--- src/rtl/player_step_controller_if.sv ---
// Joypad/raster inputs and scroll/sprite/encounter outputs of the overworld step controller.
// master drives the joypad and raster side; slave is the controller itself.
interface player_step_controller_if;
    logic [10:0] hcount;
    logic [9:0]  vcount;
    logic        start;
    logic        up;
    logic        down;
    logic        left;
    logic        right;
    logic        run;
    logic [10:0] map_x;
    logic [9:0]  map_y;
    logic        moving;
    logic [1:0]  facing;
    logic        battle_trigger;
    logic [5:0]  sprite_sel_x;
    logic [5:0]  sprite_sel_y;

    modport master (
        output hcount, vcount, start, up, down, left, right, run,
        input  map_x, map_y, moving, facing, battle_trigger, sprite_sel_x, sprite_sel_y
    );

    modport slave (
        input  hcount, vcount, start, up, down, left, right, run,
        output map_x, map_y, moving, facing, battle_trigger, sprite_sel_x, sprite_sel_y
    );
endinterface

--- src/rtl/player_step_controller.sv ---
// Tile-locked overworld mover: one tile step per frame-tick FSM, bound clamping, walk animation, grass encounters.
// Define PLAYER_RUN_EN to enable the run button (double-speed steps latched at step start).
module player_step_controller #(
    parameter int TILE        = 16,
    parameter int STEP_FRAMES = 8,
    parameter int START_X     = 432,
    parameter int START_Y     = 312,
    parameter int MAP_X_MIN   = 0,
    parameter int MAP_X_MAX   = 1008,
    parameter int MAP_Y_MIN   = 0,
    parameter int MAP_Y_MAX   = 752,
    parameter int GRASS_X_LO  = 368,
    parameter int GRASS_X_HI  = 416,
    parameter int GRASS_Y_LO  = 248,
    parameter int GRASS_Y_HI  = 280,
    parameter int ENC_THRESH  = 32
) (
    input  logic                     vclk,
    input  logic                     reset_n,
    player_step_controller_if.slave  io
);

    localparam int STEP_PX = TILE / STEP_FRAMES;
    localparam int CW      = $clog2(STEP_FRAMES + 1);

    localparam logic signed [11:0] TILE_S    = 12'(TILE);
    localparam logic signed [11:0] X_MIN_S   = 12'(MAP_X_MIN);
    localparam logic signed [11:0] X_MAX_S   = 12'(MAP_X_MAX);
    localparam logic signed [11:0] Y_MIN_S   = 12'(MAP_Y_MIN);
    localparam logic signed [11:0] Y_MAX_S   = 12'(MAP_Y_MAX);
    localparam logic [10:0]        GX_LO     = 11'(GRASS_X_LO);
    localparam logic [10:0]        GX_HI     = 11'(GRASS_X_HI);
    localparam logic [9:0]         GY_LO     = 10'(GRASS_Y_LO);
    localparam logic [9:0]         GY_HI     = 10'(GRASS_Y_HI);
    localparam logic [8:0]         ENC_T     = 9'(ENC_THRESH);

    if ((TILE % STEP_FRAMES) != 0 || (STEP_FRAMES % 2) != 0) begin : g_cfg_err
        $error("STEP_FRAMES must divide TILE and be even");
    end

    typedef enum logic [1:0] {S_IDLE, S_STEP, S_CHECK} state_t;
    typedef enum logic [1:0] {DIR_DOWN = 2'd0, DIR_UP = 2'd1, DIR_LEFT = 2'd2, DIR_RIGHT = 2'd3} dir_t;

    state_t                state_q, state_d;
    dir_t                  facing_q, facing_d, dir_q, dir_d, req_dir;
    logic [10:0]           map_x_q, map_x_d;
    logic [9:0]            map_y_q, map_y_d;
    logic [CW-1:0]         step_cnt, cnt_d, step_len, half_len;
    logic                  leg, leg_d, bt_q, bt_d;
    logic [15:0]           lfsr;
    logic                  lfsr_fb, tick, any_dir, in_bounds, in_grass, enc_hit;
    logic signed [11:0]    tgt_x, tgt_y;
    logic [10:0]           step_px;

`ifdef PLAYER_RUN_EN
    logic run_q, run_d;
    assign step_px  = run_q ? 11'(2 * STEP_PX) : 11'(STEP_PX);
    assign step_len = run_q ? CW'(STEP_FRAMES / 2) : CW'(STEP_FRAMES);
`else
    logic unused_run;
    assign unused_run = io.run;
    assign step_px    = 11'(STEP_PX);
    assign step_len   = CW'(STEP_FRAMES);
`endif

    assign half_len = step_len >> 1;
    assign tick     = io.start && (io.hcount == '0) && (io.vcount == '0);
    assign any_dir  = io.up || io.down || io.left || io.right;
    assign lfsr_fb  = lfsr[15] ^ lfsr[13] ^ lfsr[12] ^ lfsr[10];
    assign in_grass = (map_x_q > GX_LO) && (map_x_q <= GX_HI) && (map_y_q > GY_LO) && (map_y_q <= GY_HI);
    assign enc_hit  = {1'b0, lfsr[7:0]} < ENC_T;

    // Target is formed in 12-bit signed so a step below zero stays negative instead of wrapping.
    always_comb begin
        req_dir = DIR_RIGHT;
        tgt_x   = {1'b0, map_x_q};
        tgt_y   = {2'b00, map_y_q};
        if (io.up) begin
            req_dir = DIR_UP;
            tgt_y   = tgt_y + TILE_S;
        end else if (io.down) begin
            req_dir = DIR_DOWN;
            tgt_y   = tgt_y - TILE_S;
        end else if (io.left) begin
            req_dir = DIR_LEFT;
            tgt_x   = tgt_x + TILE_S;
        end else begin
            tgt_x   = tgt_x - TILE_S;
        end
    end

    assign in_bounds = (tgt_x >= X_MIN_S) && (tgt_x <= X_MAX_S) && (tgt_y >= Y_MIN_S) && (tgt_y <= Y_MAX_S);

    always_comb begin
        state_d  = state_q;
        map_x_d  = map_x_q;
        map_y_d  = map_y_q;
        facing_d = facing_q;
        dir_d    = dir_q;
        cnt_d    = step_cnt;
        leg_d    = leg;
        bt_d     = 1'b0;
`ifdef PLAYER_RUN_EN
        run_d    = run_q;
`endif
        if (io.start) begin
            unique case (state_q)
                S_IDLE: begin
                    if (tick && any_dir) begin
                        facing_d = req_dir;
                        if (in_bounds) begin
                            dir_d   = req_dir;
                            cnt_d   = '0;
                            state_d = S_STEP;
`ifdef PLAYER_RUN_EN
                            run_d   = io.run;
`endif
                        end
                    end
                end
                S_STEP: begin
                    if (tick) begin
                        case (dir_q)
                            DIR_UP:   map_y_d = map_y_q + step_px[9:0];
                            DIR_DOWN: map_y_d = map_y_q - step_px[9:0];
                            DIR_LEFT: map_x_d = map_x_q + step_px;
                            default:  map_x_d = map_x_q - step_px;
                        endcase
                        cnt_d = step_cnt + 1'b1;
                        if (cnt_d == step_len) state_d = S_CHECK;
                    end
                end
                default: begin
                    leg_d   = ~leg;
                    bt_d    = in_grass && enc_hit;
                    state_d = S_IDLE;
                end
            endcase
        end
    end

    always_ff @(posedge vclk or negedge reset_n) begin
        if (!reset_n) begin
            state_q  <= S_IDLE;
            map_x_q  <= 11'(START_X);
            map_y_q  <= 10'(START_Y);
            facing_q <= DIR_DOWN;
            dir_q    <= DIR_DOWN;
            step_cnt <= '0;
            leg      <= 1'b0;
            bt_q     <= 1'b0;
            lfsr     <= 16'hACE1;
        end else begin
            state_q  <= state_d;
            map_x_q  <= map_x_d;
            map_y_q  <= map_y_d;
            facing_q <= facing_d;
            dir_q    <= dir_d;
            step_cnt <= cnt_d;
            leg      <= leg_d;
            bt_q     <= bt_d;
            lfsr     <= {lfsr[14:0], lfsr_fb};
        end
    end

`ifdef PLAYER_RUN_EN
    always_ff @(posedge vclk or negedge reset_n) begin
        if (!reset_n) run_q <= 1'b0;
        else          run_q <= run_d;
    end
`endif

    assign io.map_x          = map_x_q;
    assign io.map_y          = map_y_q;
    assign io.moving         = (state_q == S_STEP);
    assign io.facing         = facing_q;
    assign io.sprite_sel_y   = {facing_q, 4'b0000};
    assign io.sprite_sel_x   = (state_q == S_STEP && step_cnt < half_len) ? (leg ? 6'd32 : 6'd16) : 6'd0;
    assign io.battle_trigger = bt_q && io.start;

endmodule

--- src/flat_wrapper.sv ---
// flat-port wrapper written by rule: the top's interface ports become plain ports
module player_step_controller_flat 
#(
    parameter int TILE        = 16,
    parameter int STEP_FRAMES = 8,
    parameter int START_X     = 432,
    parameter int START_Y     = 312,
    parameter int MAP_X_MIN   = 0,
    parameter int MAP_X_MAX   = 1008,
    parameter int MAP_Y_MIN   = 0,
    parameter int MAP_Y_MAX   = 752,
    parameter int GRASS_X_LO  = 368,
    parameter int GRASS_X_HI  = 416,
    parameter int GRASS_Y_LO  = 248,
    parameter int GRASS_Y_HI  = 280,
    parameter int ENC_THRESH  = 32
)
  (vclk, reset_n, io_hcount, io_vcount, io_start, io_up, io_down, io_left, io_right, io_run, io_map_x, io_map_y, io_moving, io_facing, io_battle_trigger, io_sprite_sel_x, io_sprite_sel_y);
  player_step_controller_if io_i ();
  input  logic vclk;
  input  logic reset_n;
  input wire logic [$bits(io_i.hcount)-1:0] io_hcount;
  input wire logic [$bits(io_i.vcount)-1:0] io_vcount;
  input wire logic [$bits(io_i.start)-1:0] io_start;
  input wire logic [$bits(io_i.up)-1:0] io_up;
  input wire logic [$bits(io_i.down)-1:0] io_down;
  input wire logic [$bits(io_i.left)-1:0] io_left;
  input wire logic [$bits(io_i.right)-1:0] io_right;
  input wire logic [$bits(io_i.run)-1:0] io_run;
  output wire logic [$bits(io_i.map_x)-1:0] io_map_x;
  output wire logic [$bits(io_i.map_y)-1:0] io_map_y;
  output wire logic [$bits(io_i.moving)-1:0] io_moving;
  output wire logic [$bits(io_i.facing)-1:0] io_facing;
  output wire logic [$bits(io_i.battle_trigger)-1:0] io_battle_trigger;
  output wire logic [$bits(io_i.sprite_sel_x)-1:0] io_sprite_sel_x;
  output wire logic [$bits(io_i.sprite_sel_y)-1:0] io_sprite_sel_y;
  assign io_i.hcount = io_hcount;
  assign io_i.vcount = io_vcount;
  assign io_i.start = io_start;
  assign io_i.up = io_up;
  assign io_i.down = io_down;
  assign io_i.left = io_left;
  assign io_i.right = io_right;
  assign io_i.run = io_run;
  assign io_map_x = io_i.map_x;
  assign io_map_y = io_i.map_y;
  assign io_moving = io_i.moving;
  assign io_facing = io_i.facing;
  assign io_battle_trigger = io_i.battle_trigger;
  assign io_sprite_sel_x = io_i.sprite_sel_x;
  assign io_sprite_sel_y = io_i.sprite_sel_y;
  player_step_controller #(.TILE(TILE), .STEP_FRAMES(STEP_FRAMES), .START_X(START_X), .START_Y(START_Y), .MAP_X_MIN(MAP_X_MIN), .MAP_X_MAX(MAP_X_MAX), .MAP_Y_MIN(MAP_Y_MIN), .MAP_Y_MAX(MAP_Y_MAX), .GRASS_X_LO(GRASS_X_LO), .GRASS_X_HI(GRASS_X_HI), .GRASS_Y_LO(GRASS_Y_LO), .GRASS_Y_HI(GRASS_Y_HI), .ENC_THRESH(ENC_THRESH)) u_core (.vclk(vclk), .reset_n(reset_n), .io(io_i));
endmodule
--- config.mk ---
export PLATFORM = sky130hd
export DESIGN_NAME = player_step_controller_flat
export DESIGN_NICKNAME = d
export VERILOG_FILES = /design/src/rtl/player_step_controller_if.sv /design/src/rtl/player_step_controller.sv /design/src/flat_wrapper.sv
export SDC_FILE = /design/constraint.sdc
export NUM_CORES = 1
export LEC_CHECK = 0
export BUFFER_PORTS_ARGS = -buffer_cell sky130_fd_sc_hd__buf_4
export CORE_MARGIN = 1
export CORE_UTILIZATION = 50
export DETAILED_ROUTE_END_ITERATION = 6
export PLACE_DENSITY = 0.77
export SKIP_LAST_GASP = 1
export SYNTH_ARGS = -nofsm -noshare
export SYNTH_HDL_FRONTEND = slang
export SYNTH_SLANG_ARGS = --single-unit
--- constraint.sdc ---
create_clock -name vclk -period 7.1 [get_ports vclk]
set_input_delay 0.71 -clock vclk [delete_from_list [all_inputs] [get_ports vclk]]
set_output_delay 0.71 -clock vclk [all_outputs]
set_load 0.03 [all_outputs]
After elaboration in Yosys (flattened, before gate mapping)
Cells that the tools add are included.

$add $sub $neg: 9. Magnitude comparators: 10. Eq/ne operators: 8. Muxes and demuxes: 23. Bitwise logic cells: 6. Reductions and logical operators: 30.

Operator list (count): 12-bit two-way mux (5); 12-bit by 1-bit >= comparator with 1-bit output, second input constant (2); 12-bit by 11-bit <= comparator with 1-bit output, second input constant (2); 11-bit one-hot mux with 2 select lines (1); 10-bit one-hot mux with 2 select lines (1); 11-bit by 5-bit adder with 12-bit output, second input constant (1); 1-bit logical AND (12); 2-bit two-way mux (6); 4-bit two-way mux (3); 6-bit two-way mux (2); 4-bit AND reduction (3); 11-bit by 5-bit subtractor with 12-bit output, second input constant (1); 10-bit by 5-bit adder with 11-bit output, second input constant (1); 11-bit by 2-bit adder with 11-bit output, second input constant (1); 11-bit by 9-bit greater-than comparator with 1-bit output, second input constant (1); 11-bit by 9-bit <= comparator with 1-bit output, second input constant (1); 11-bit logical NOT (1); 10-bit by 5-bit subtractor with 11-bit output, second input constant (1); 11-bit by 2-bit subtractor with 11-bit output, second input constant (1); 10-bit by 2-bit adder with 10-bit output, second input constant (1); 10-bit by 8-bit greater-than comparator with 1-bit output, second input constant (1); 10-bit by 9-bit <= comparator with 1-bit output, second input constant (1); 10-bit logical NOT (1); 5-bit AND reduction (2); 19 further kinds (34).

Flip-flop bits (word level): 49. Bits of input ports: 29. Output and inout bits: 37. Word-level logic and storage cells: 95.

Longest topological paths before layout
Gate-level depths: netlist of the first run.

Depth after elaboration: 11. Depth in mapped cells: 10. Mapped depth without buffers: 10.

Worst setup path before layout of the first run
No wires, ideal clock.

Kind: register -> register. From: register u_core.map_x_q[4], in the netlist u_core.io.map_x[4]. To: register u_core.dir_q[0]. Setup time: 0.128 ns. Arrival: 2.757 ns. Data required time: 6.972 ns. Slack: 4.215 ns. Cell stages (with the launch flop): 10. Path buffers: 0. Period minus slack after synthesis: 2.885 ns. Path through: dfstp_2 > inv_1 > fa_1 > xnor2_1 > nand3_1 > a2111oi_0 > nor3_1 > o32ai_1 > nor4_4 > mux2_1.

Word-level cells in the longest chain between the ends: 9. Elaborated cells on any way between the ends: 11. Those cells by class: 2 x add/sub; 2 x order compare; 3 x mux; 4 x reduce/logical.

RTL lines: start: declaration (line player_step_controller.sv:46) `logic [10:0] map_x_q, map_x_d;`; start signal: assignment (line player_step_controller.sv:145) `map_x_q <= 11'(START_X);`; start signal: assignment (line player_step_controller.sv:155) `map_x_q <= map_x_d;`; 11-bit by 5-bit subtractor with 12-bit output or 11-bit by 5-bit adder with 12-bit output (tied branches) (line player_step_controller.sv:88, player_step_controller.sv:86); 12-bit two-way mux (line player_step_controller.sv:84) `end else if (io.left) begin`; 12-bit two-way mux (line player_step_controller.sv:81) `end else if (io.down) begin`; 12-bit two-way mux * (line player_step_controller.sv:78) `if (io.up) begin`; 12-bit by 1-bit >= comparator with 1-bit output or 12-bit by 11-bit <= comparator with 1-bit output (tied branches) (line player_step_controller.sv:92) `assign in_bounds = (tgt_x >= X_MIN_S) && (tgt_x <= X_MAX_S) && (tgt_y >= Y_MIN_S) && (tgt_y <= Y_MAX_S);`; 1-bit logical AND * (3 in series) (line player_step_controller.sv:92); 4-bit AND reduction (no source line) *; end signal: assignment (line player_step_controller.sv:158) `dir_q <= dir_d;`; end: declaration (line player_step_controller.sv:45) `dir_t facing_q, facing_d, dir_q, dir_d, req_dir;`.

Every way passes the cells marked *; elsewhere a longest branch is shown, timed or not. A chain may end at the register's enable or synchronous reset.

Worst setup path after layout of the first run
From: register u_core.map_x_q[4], in the netlist u_core.io.map_x[4]. To: register u_core.dir_q[1].

Same word-level chain as after synthesis.

==> results of run 1 <==
[metal layers]
metal / global-route usage [%] / wire [µm] / vias to the layer above
met1: 29.79 / 3251 / 1316
met2: 34.87 / 3310 / 94
met4: 5.239 / 91 / 0
met3: 3.759 / 411 / 9
li1: - / - / 1379
met5: 0 / 0 / -
[kinds of logic after synthesis]
| logic type | after synthesis | share of synthesized area (%) |
|---|---|---|
| DFF | 47 | 36.02 |
| xor gates and xnor gates | 25 | 6.594 |
| muxes | 7 | 2.298 |
| adders and majority gates | 28 | 11.23 |
| buffers and inverters | 37 | 5.576 |
| other | 1 | 0.1129 |
| and+or+nand+nor | 125 | 20.20 |
| AOI/OAI and AO/OA | 88 | 17.97 |
[Yosys cell counts (all sizes together) (2+ instances only)]
| master | number | area (µm²) |
|---|---|---|
| nand2 | 40 | 150.1 |
| o21ai | 32 | 163.9 |
| dfrtp | 31 | 775.7 |
| ha | 25 | 312.8 |
| inv | 18 | 67.56 |
| xnor2 | 17 | 148.9 |
| a21oi | 16 | 80.08 |
| dfstp | 16 | 420.4 |
| nor2 | 16 | 67.56 |
| buf | 13 | 95.09 |
| nor3 | 13 | 65.06 |
| nand3 | 8 | 40.04 |
| nor4 | 8 | 65.06 |
| or2 | 8 | 50.05 |
| or3 | 8 | 55.05 |
| xor2 | 8 | 70.07 |
| clkbuf | 6 | 22.52 |
| a21o | 5 | 37.54 |
| mux2 | 5 | 56.30 |
| nor2b | 5 | 31.28 |
| nand2b | 4 | 25.02 |
| nand4 | 4 | 25.02 |
| nor4b | 4 | 41.29 |
| a2111oi | 3 | 51.30 |
| a22oi | 3 | 22.52 |
| a31oi | 3 | 18.77 |
| fa | 3 | 60.06 |
| o21a | 3 | 22.52 |
| o21bai | 3 | 22.52 |
| a21boi | 2 | 15.01 |
| mux2i | 2 | 20.02 |
| o31a | 2 | 17.52 |
| o41ai | 2 | 25.03 |
| or4 | 2 | 15.01 |
[state kept, by name (all words and copies together) (netlist names)]
signal and cells:
u_core.lfsr 16, u_core.dir_q 2, u_core.state_q 2, u_core.leg 1, u_core.bt_q 1, u_core.io.map_x 10, u_core.step_cnt 4, u_core.io.facing 2
u_core.io.map_y 9
[critical path: cells and delay by family (launching register included)]
| family | cells | cell delay, ns |
|---|---|---|
| AO/OA/AOI/OAI | 2 | 0.96 |
| flip-flops | 1 | 0.62 |
| adder cells (fa/ha/maj) | 1 | 0.46 |
| AND/OR/NAND/NOR | 3 | 0.34 |
| multiplexers | 1 | 0.33 |
| XOR/XNOR | 1 | 0.23 |
| buffers and inverters | 1 | 0.10 |
[cell type report]
cell class | instances | area share (%)
Clock buffer | 5 | 1.785
Clock inverter | 3 | 1.233
Inverter | 18 | 1.753
Multi-Input combinational cell | 283 | 51.18
Sequential cell | 47 | 31.03
Tap cell | 77 | 2.499
Timing Repair Buffer | 54 | 10.52
[where the power goes]
| part | internal [mW] | switching, mW |
|---|---|---|
| sequential | 0.269 | 0.000916 |
| combinational | 0.0176 | 0.0256 |
| clock | 0.107 | 0.0923 |
| total | 0.393 | 0.119 |
[how the worst min path moves through the flow]
stage / depth (start not counted) / start / to / slack (ns)
6_report: 0 / u_core.lfsr[3] / u_core.lfsr[4] / 0.35
5_1_grt: 0 / u_core.lfsr[3] / u_core.lfsr[4] / 0.36
4_1_cts: 0 / u_core.lfsr[3] / u_core.lfsr[4] / 0.36
3_5_place_dp: 0 / u_core.lfsr[8] / u_core.lfsr[9] / 0.34
3_3_place_gp: 0 / u_core.lfsr[1] / u_core.lfsr[2] / 0.34
2_1_floorplan: 0 / u_core.lfsr[1] / u_core.lfsr[2] / 0.33
==> flow_summary_export.csv, run 1 <==
group,metric,value,unit
outcome,outcome,"finished, final reports clean",
critical_path,r2r_start,"u_core.io.map_x[4]",
timing,rsz0062_at_grt,"no",
critical_path,crit_path_end,"u_core.dir_q[1]",
finish,final_area,3855,µm²
detailed_routing,vias,2798,
power,power,512.3,µW
global_route,grt.overflow.total,0,
detailed_routing,ant_nets,0,
floorplanning,rows,29,
cts,cts-resized-gates,0,
power,p_leak,1.763,nW
finish,area_delta_synth_final,16.09,%
cts,tritoncts,"done",
timing,period_minus_slack,3.173,ns
yosys,ys_seq_elements,47,
critical_path,timing.rr.end,"u_core.dir_q[1]",
floorplanning,ios,66,
floorplanning,coreArea,6386,µm²
detailed_routing,drt_iter0_drc,152,
critical_path,startpoint,"u_core.io.map_x[4]",
placement,dp_hpwl,5389,µm
yosys,synth_cell_types,66,
detailed_routing,viasPerCell,5.745,
timing,hold_violations,0,
floorplanning,die_y,83.50,µm
detailed_routing,drt_pass1_iterations,6,
global_route,grt_pass1_wl,12160,µm
critical_path,required,7.29,ns
finish,seq_area,1196,µm²
cts,ctsHoldBuffers,0,
power,powerDensity,132.9,nW/µm²
placement,placed_cell_area,3739,µm²
global_route,track_usage,21.38,%
floorplanning,dieArea,6971,µm²
cts,root_buffer,"clkbuf_8",
critical_path,critPathMaxFanout,8,
timing,tightest_slew,0.5728,ns
cts,cts_inserted_buffers,5,
cts,htree_levels,2,
finish,layout_commonest_cell,"buf_4",
yosys,synth_edf_count,0,
critical_path,cp-end-kind,"register",
finish,diodes,0,
yosys,syn-mean-instance-area,9.276,µm²
cts,clk_pin_slew,0.09,ns
finish,multiInputGateArea,1973,µm²
detailed_routing,wl_per_cell,14.51,µm
timing,finalSetupTns,0,ns
timing,maxSlewHeadroom,61.82,%
detailed_routing,post-route-drc-count,0,
critical_path,arrival,3.36,ns
critical_path,startpoint_type,"register",
critical_path,rrSetupSlack,3.93,ns
cts,clk_latency,0.30,ns
timing,max_clock_freq,315.2,MHz
yosys,ys_seq_area_share,36.02,%
timing,setup_viol,0,
finish,final_cell_mix,"buf_4 (54), nand2_1 (40), dfrtp_1 (31)",
detailed_routing,drt-total-wl,7064,µm
placement,pre_cts_slack,3.793,ns
flow_run,maxCapViolCount,0,
yosys,synth_area,3321,µm²
timing,period_share,44.68,%
floorplanning,fp.dieW,83.50,µm
cts,clock-sinks,47,
critical_path,crit_chain,"inv_1 -> fa_1 -> xnor2_1 -> nand3_1 -> a2111oi_0 -> nor3_1 -> o32ai_1 -> nor4_4 -> mux2_1",
yosys,synthCells,358,
finish,final_util,60.36,%
finish,fill_cells,544,
finish,layout.nets,466,
cts,clk_path_buf_depth,2,
critical_path,reg2regPathDepth,9,
critical_path,slowest_stage,"dfstp_2",
global_route,grt_pass1_vias,2630,
floorplanning,initial_core_util,52.00,%
finish,instances_no_fill,487,
global_route,grt_max_degree,48,
timing,hold_slack,0.3548,ns
placement,place.port_buffers,54,
placement,gp_congestion,0.8406,
timing,slew_violations,0,
yosys,synth_ff_type,"dfrtp_1",
critical_path,slowest_delay,0.62,ns
power,ir_drop,0.1075,mV
cts,cts_setup_buffers,0,
finish,drive_gt1_share,23.66,%
timing,skew,0.005565,ns
placement,placed_cells,479,
min_path,hold_class,"register to register",
timing,setup_ws,3.927,ns
yosys,synthArstFlopShare,100.0,%
global_route,antenna_found_initial,0,
yosys,ys_warn_count,0,
critical_path,critPathKind,"register to register",
Note: power is estimated with default switching activity, not from simulation.
==> inputs of run 2 (changes only) <==
--- a/config.mk
+++ b/config.mk
@@ -5,11 +5,12 @@
 export SDC_FILE = /design/constraint.sdc
 export NUM_CORES = 1
 export LEC_CHECK = 0
+export ABC_AREA = 1
 export BUFFER_PORTS_ARGS = -buffer_cell sky130_fd_sc_hd__buf_4
 export CORE_MARGIN = 1
 export CORE_UTILIZATION = 50
 export DETAILED_ROUTE_END_ITERATION = 6
-export PLACE_DENSITY = 0.77
+export PLACE_DENSITY = 0.79
 export SKIP_LAST_GASP = 1
 export SYNTH_ARGS = -nofsm -noshare
 export SYNTH_HDL_FRONTEND = slang
==> constraint.sdc (replaced) <==
create_clock -name vclk -period 2.7 [get_ports vclk]
set_input_delay 0.27 -clock vclk [delete_from_list [all_inputs] [get_ports vclk]]
set_output_delay 0.27 -clock vclk [all_outputs]
set_load 0.03 [all_outputs]
==> flow_summary_export.csv, run 2 <==
group,metric,value,unit
outcome,outcome,"finished, final reports clean",
finish,diodes,0,
critical_path,startpoint_type,"register",
critical_path,slowest_stage,"or2_2",
timing,hold_violations,0,
timing,maxSlewHeadroom,59.57,%
yosys,synth_area,3637,µm²
critical_path,r2r_start,"u_core.dir_q[1]",
global_route,grt_pass1_vias,3083,
critical_path,required,2.94,ns
timing,tightest_slew,0.6044,ns
power,p_leak,2.227,nW
power,pwr-share-seq,54.3,%
floorplanning,dieArea,7620,µm²
yosys,synthTopCellsByArea,"dfrtp_1 (21%), nand2_1 (13%), dfstp_2 (12%)",
finish,layout_commonest_cell,"nand2_1",
yosys,synth_top_area_cell,"dfrtp_1",
cts,tritoncts,"done",
global_route,track_usage,22.60,%
finish,final_cell_mix,"nand2_1 (130), inv_1 (70), buf_4 (60)",
power,ir_drop,0.2579,mV
detailed_routing,drt_pass1_iterations,4,
global_route,grt.overflow.total,0,
timing,setup_viol,0,
global_route,grt_pass1_wl,13720,µm
critical_path,crit_chain,"inv_1 -> or2_2 -> ha_1 -> a21o_1 -> inv_1 -> nand2_1 -> inv_1 -> o21ai_0 -> a31oi_1 -> or2_2 -> nand3_1 -> nand2_1",
critical_path,critPathKind,"register to register",
yosys,ys_seq_area_share,32.89,%
finish,area_delta_synth_final,15.96,%
cts,htree_levels,2,
floorplanning,ios,66,
detailed_routing,drt_iter0_drc,209,
yosys,synth_cell_types,45,
yosys,synth_edf_count,0,
critical_path,critPathMaxFanout,10,
yosys,synth_top_area_share,21.33,%
placement,place.port_buffers,54,
power,p_sw,352.3,µW
detailed_routing,drt-total-wl,8203,µm
cts,clk_latency,0.30,ns
global_route,grt_max_degree,48,
floorplanning,rows,30,
timing,rsz0062_at_grt,"no",
yosys,syn-mean-instance-area,7.393,µm²
finish,largest_reg_flops,16,
critical_path,cp_common_cell,"inv_1",
cts,clock-sinks,47,
yosys,synth_ff_type,"dfrtp_1",
cts,clk_path_buf_depth,2,
placement,dp_hpwl,6417,µm
timing,max_clock_freq,397.2,MHz
critical_path,worstPathBufferInverterCount,3,
power,p_comb_share,11.5,%
power,switching_share,27.17,%
yosys,synthTopCellsByCount,"nand2_1 (130), inv_1 (70), nor2_1 (34)",
detailed_routing,post-route-drc-count,0,
placement,gp_congestion,0.8393,
power,powerDensity,307.4,nW/µm²
detailed_routing,wl_per_cell,12.62,µm
detailed_routing,ant_nets,0,
timing,finalSetupTns,0,ns
power,power,1.297,mW
critical_path,arrival,2.76,ns
floorplanning,fp.dieW,87.29,µm
cts,clk_pin_slew,0.09,ns
detailed_routing,vias,3355,
cts,cts_inserted_buffers,5,
min_path,hp-start,"io_up",
yosys,synthMostInstantiatedCell,"nand2_1",
cts,root_buffer,"clkbuf_8",
yosys,ys_seq_elements,47,
yosys,synthCells,492,
critical_path,cp-end-kind,"register",
yosys,ys_warn_count,0,
floorplanning,coreArea,6907,µm²
finish,top_register,"u_core.lfsr",
flow_run,maxCapViolCount,0,
min_path,hold_class,"primary input to register",
critical_path,cp_top_family,"simple AND/OR/NAND/NOR gates",
floorplanning,initial_core_util,52.66,%
global_route,antenna_found_initial,0,
timing,period_share,93.24,%
critical_path,slowest_delay,0.42,ns
detailed_routing,viasPerCell,5.162,
floorplanning,die_y,87.29,µm
timing,skew,0.01138,ns
power,power.internal,944.4,µW
power,clock_power_share,34.2,%
critical_path,startpoint,"u_core.dir_q[1]",
finish,layout.nets,610,
timing,period_minus_slack,2.517,ns
timing,slew_violations,0,
finish,drive_gt1_share,18.77,%
cts,cts_setup_buffers,0,
yosys,synthArstFlopShare,100.0,%
## run 2: cell types whose count changed in the layout (fill, tap and decap cells not counted), moves of 9 or more
cell,delta
nand4_1,+12
xnor2_1,-13
nand2_1,+90
xor2_1,+9
nor2_1,+19
inv_1,+52
nand3_1,+22
## run 2: layer usage
layer	part of all wire (%)	global-route usage, %
met5	0	0
met4	0.91	5.514
met3	6.8	3.223
met2	46	37.57
met1	46	31.03
## run 2: kinds of logic after synthesis
kind of cell | synth area share [%]
AOI/OAI and AO/OA | 10.66
buffers and inverters | 10.87
adders and majority gates | 10.25
xor gates and xnor gates | 5.057
and+or+nand+nor | 30.17
other | 0.1031
DFF | 32.89
## run 2: per-stage QoR
step | cell area, µm² | cells | worst slack [ns] | hold WS [ns] | util [%]
floorplan | 3671 | 501 | 0.3489 | -0.02559 | -
global placement | 4116 | 641 | 0.3019 | 0.3056 | 59.60
detailed placement | 4116 | 641 | 0.2534 | 0.3210 | 59.60
CTS | 4218 | 650 | 0.2435 | 0.3336 | 61.07
global route | 4218 | 650 | 0.02624 | 0.3434 | 61.07
finish | 4218 | 650 | 0.1826 | 0.3388 | 61.07
## run 2: path summary, 6_finish.rpt
kind / endpoint / slack (ns) / cells after the start
max in group asynchronous: u_core.dir_q[1] / 1.78 / 2
worst max register to register: u_core.io.map_x[8] / 0.18 / 12
worst min register to register: u_core.lfsr[15] / 0.36 / 0
min in group asynchronous: u_core.io.map_y[6] / 0.49 / 2
worst max-delay path: u_core.io.map_x[8] / 0.18 / 12
worst min-delay path: u_core.io.facing[0] / 0.34 / 3
## run 2: area by class of cell
class	count	area, µm²
Fill cell	631	2689
Inverter	72	270.3
Clock inverter	3	22.52
Tap cell	96	120.1
Sequential cell	47	1196
Clock buffer	5	68.82
Multi-Input combinational cell	366	2079
Timing Repair Buffer	61	460.4
## run 2: timing repair
item | CTS | global route
gates resized for setup | 0 | 0
endpoints found under the hold margin | 31 | 0
hold buffers | 1 | 0
## run 2: power groups by stage
stage                     Sequential, mW  Combinational (mW)  Clock (mW)
after floorplan                    0.718              0.0995           0
after global placement             0.718               0.144           0
after detailed placement           0.718               0.148           0
after CTS                          0.705               0.149       0.456
after global routing               0.705               0.168       0.475
final                              0.705               0.149       0.443
## run 2: worst min-delay path: stages
cell      delay (ns)
buf_4           0.15
o211ai_1        0.13
nand2_1         0.07
==> inputs of run 3 (changes only) <==
--- a/config.mk
+++ b/config.mk
@@ -8,9 +8,9 @@
 export ABC_AREA = 1
 export BUFFER_PORTS_ARGS = -buffer_cell sky130_fd_sc_hd__buf_4
 export CORE_MARGIN = 1
-export CORE_UTILIZATION = 50
+export CORE_UTILIZATION = 51
 export DETAILED_ROUTE_END_ITERATION = 6
-export PLACE_DENSITY = 0.79
+export PLACE_DENSITY = 0.8
 export SKIP_LAST_GASP = 1
 export SYNTH_ARGS = -nofsm -noshare
 export SYNTH_HDL_FRONTEND = slang
==> flow_summary_export.csv, run 3 (same netlist as run 2, synthesis figures left out) <==
group,metric,value,unit
timing,skew,0.01004,ns
global_route,use_met2,37.52,%
finish,largest_reg_flops,16,
timing,tightest_slew,0.6009,ns
critical_path,timing.rr.end,"u_core.io.map_x[8]",
detailed_routing,viasPerCell,5.190,
cts,clk_path_buf_depth,2,
timing,setup_viol,0,
detailed_routing,wl_per_cell,12.31,µm
placement,gp_congestion,0.8708,
critical_path,cp-end-kind,"register",
detailed_routing,post-route-drc-count,0,
critical_path,critPathMaxFanout,10,
placement,dp_hpwl,6276,µm
critical_path,required,2.95,ns
finish,diodes,0,
critical_path,r2r_start,"u_core.dir_q[1]",
global_route,grt_busiest_layer,"met2",
critical_path,startpoint,"u_core.dir_q[1]",
cts,root_buffer,"clkbuf_8",
finish,top_register,"u_core.lfsr",
cts,tritoncts,"done",
global_route,track_usage,22.55,%
timing,max_clock_freq,402.7,MHz
floorplanning,coreArea,6832,µm²
floorplanning,fp.dieW,86.45,µm
finish,area_delta_synth_final,16.55,%
global_route,grtUsageMet3,4.095,%
floorplanning,die_y,86.45,µm
outcome,outcome,"finished, final reports clean",
critical_path,arrival,2.73,ns
power,p_leak,2.238,nW
timing,slew_violations,0,
finish,final_cell_mix,"nand2_1 (130), inv_1 (70), buf_4 (62)",
critical_path,rrSetupSlack,0.22,ns
finish,fill_cells,625,
detailed_routing,drt_iter0_drc,220,
cts,clk_latency,0.31,ns
critical_path,crit_path_end,"u_core.io.map_x[8]",
critical_path,startpoint_type,"register",
finish,final_util,62.05,%
cts,clock-sinks,47,
floorplanning,rows,30,
finish,layout.nets,612,
min_path,hold_path_depth,4,
timing,period_share,91.98,%
power,powerDensity,310.5,nW/µm²
critical_path,reg2regPathDepth,12,
timing,hold_violations,0,
global_route,met1_usage,29.76,%
cts,clk_pin_slew,0.10,ns
flow_run,maxCapViolCount,0,
timing,period_minus_slack,2.484,ns
floorplanning,dieArea,7474,µm²
critical_path,critPathKind,"register to register",
timing,maxSlewHeadroom,59.81,%
timing,finalSetupTns,0,ns
floorplanning,initial_core_util,53.24,%
global_route,antenna_found_initial,0,
finish,layout_commonest_cell,"nand2_1",
detailed_routing,drt_pass1_iterations,4,
detailed_routing,vias,3384,
placement,place.port_buffers,54,
min_path,hold_class,"primary input to register",
power,power,1.316,mW
global_route,grt_pass1_vias,3146,
cts,cts_inserted_buffers,5,
detailed_routing,ant_nets,0,
finish,drive_gt1_share,19.06,%
floorplanning,ios,66,
global_route,grt.overflow.total,0,
cts,htree_levels,2,
detailed_routing,drt-total-wl,8029,µm
cts,cts-resized-gates,0,
timing,rsz0062_at_grt,"no",
global_route,grt_max_degree,48,
global_route,grt_pass1_wl,13480,µm
power,ir_drop,0.3032,mV
==> run 3: how the worst min path moves through the flow <==
stage | startpoint | to
CTS | io_start | u_core.state_q[0]
floorplan | reset_n | u_core.bt_q
global placement | reset_n | u_core.io.map_y[6]
detailed placement | reset_n | u_core.io.map_y[6]
finish | io_start | u_core.state_q[0]
global route | io_start | u_core.leg
==> run 3: repair_timing <==
| action | in CTS | in global routing |
|---|---|---|
| hold buffers | 1 | 0 |
| setup buffers | 0 | 2 |
| hold endpoints to repair | 31 | 0 |
| endpoints found under the setup margin | 0 | 1 |
==> run 3: stage by stage <==
| step | cells | setup slack, ns | area (µm²) | hold slack (ns) |
|---|---|---|---|---|
| finish | 652 | 0.2165 | 4239 | 0.3306 |
| global route | 652 | 0.03059 | 4239 | 0.3548 |
| CTS | 650 | 0.2401 | 4224 | 0.3285 |
| detailed placement | 641 | 0.2185 | 4116 | 0.3146 |
| global placement | 641 | 0.2950 | 4116 | 0.3063 |
| floorplan | 501 | 0.3489 | 3671 | -0.02559 |
==> run 3: layout make-up <==
| type | instances | area, µm² | share of cell area [%] |
|---|---|---|---|
| inverter | 72 | 270.3 | 6.375 |
| timing repair buffer | 63 | 475.5 | 11.22 |
| clock buffer | 5 | 68.82 | 1.623 |
| sequential | 47 | 1196 | 28.22 |
| clock inverter | 3 | 28.78 | 0.6789 |
| tap | 96 | 120.1 | 2.834 |
| multi-input combinational | 366 | 2079 | 49.06 |
==> run 3: report_power, final <==
part           internal, mW  switching, mW
combinational        0.0536         0.0950
clock                 0.196          0.267
sequential            0.705    0.000000285
==> run 3: per-layer routing <==
| layer | up-vias | wire (µm) |
|---|---|---|
| met5 | - | 0 |
| met4 | 0 | 126 |
| met3 | 15 | 633 |
| met2 | 107 | 3674 |
| met1 | 1547 | 3595 |
| li1 | 1715 | - |
==> run 3: worst max-delay path, stage by stage (launching register included) <==
cell and delay (ns):
dfrtp_1 0.35, inv_1 0.10, or2_2 0.41, ha_1 0.41, a21o_1 0.14, inv_1 0.04
nand2_1 0.07, inv_1 0.06, o21ai_0 0.29, a31oi_1 0.15, or2_2 0.29, nand3_1 0.07
nand2_1 0.05
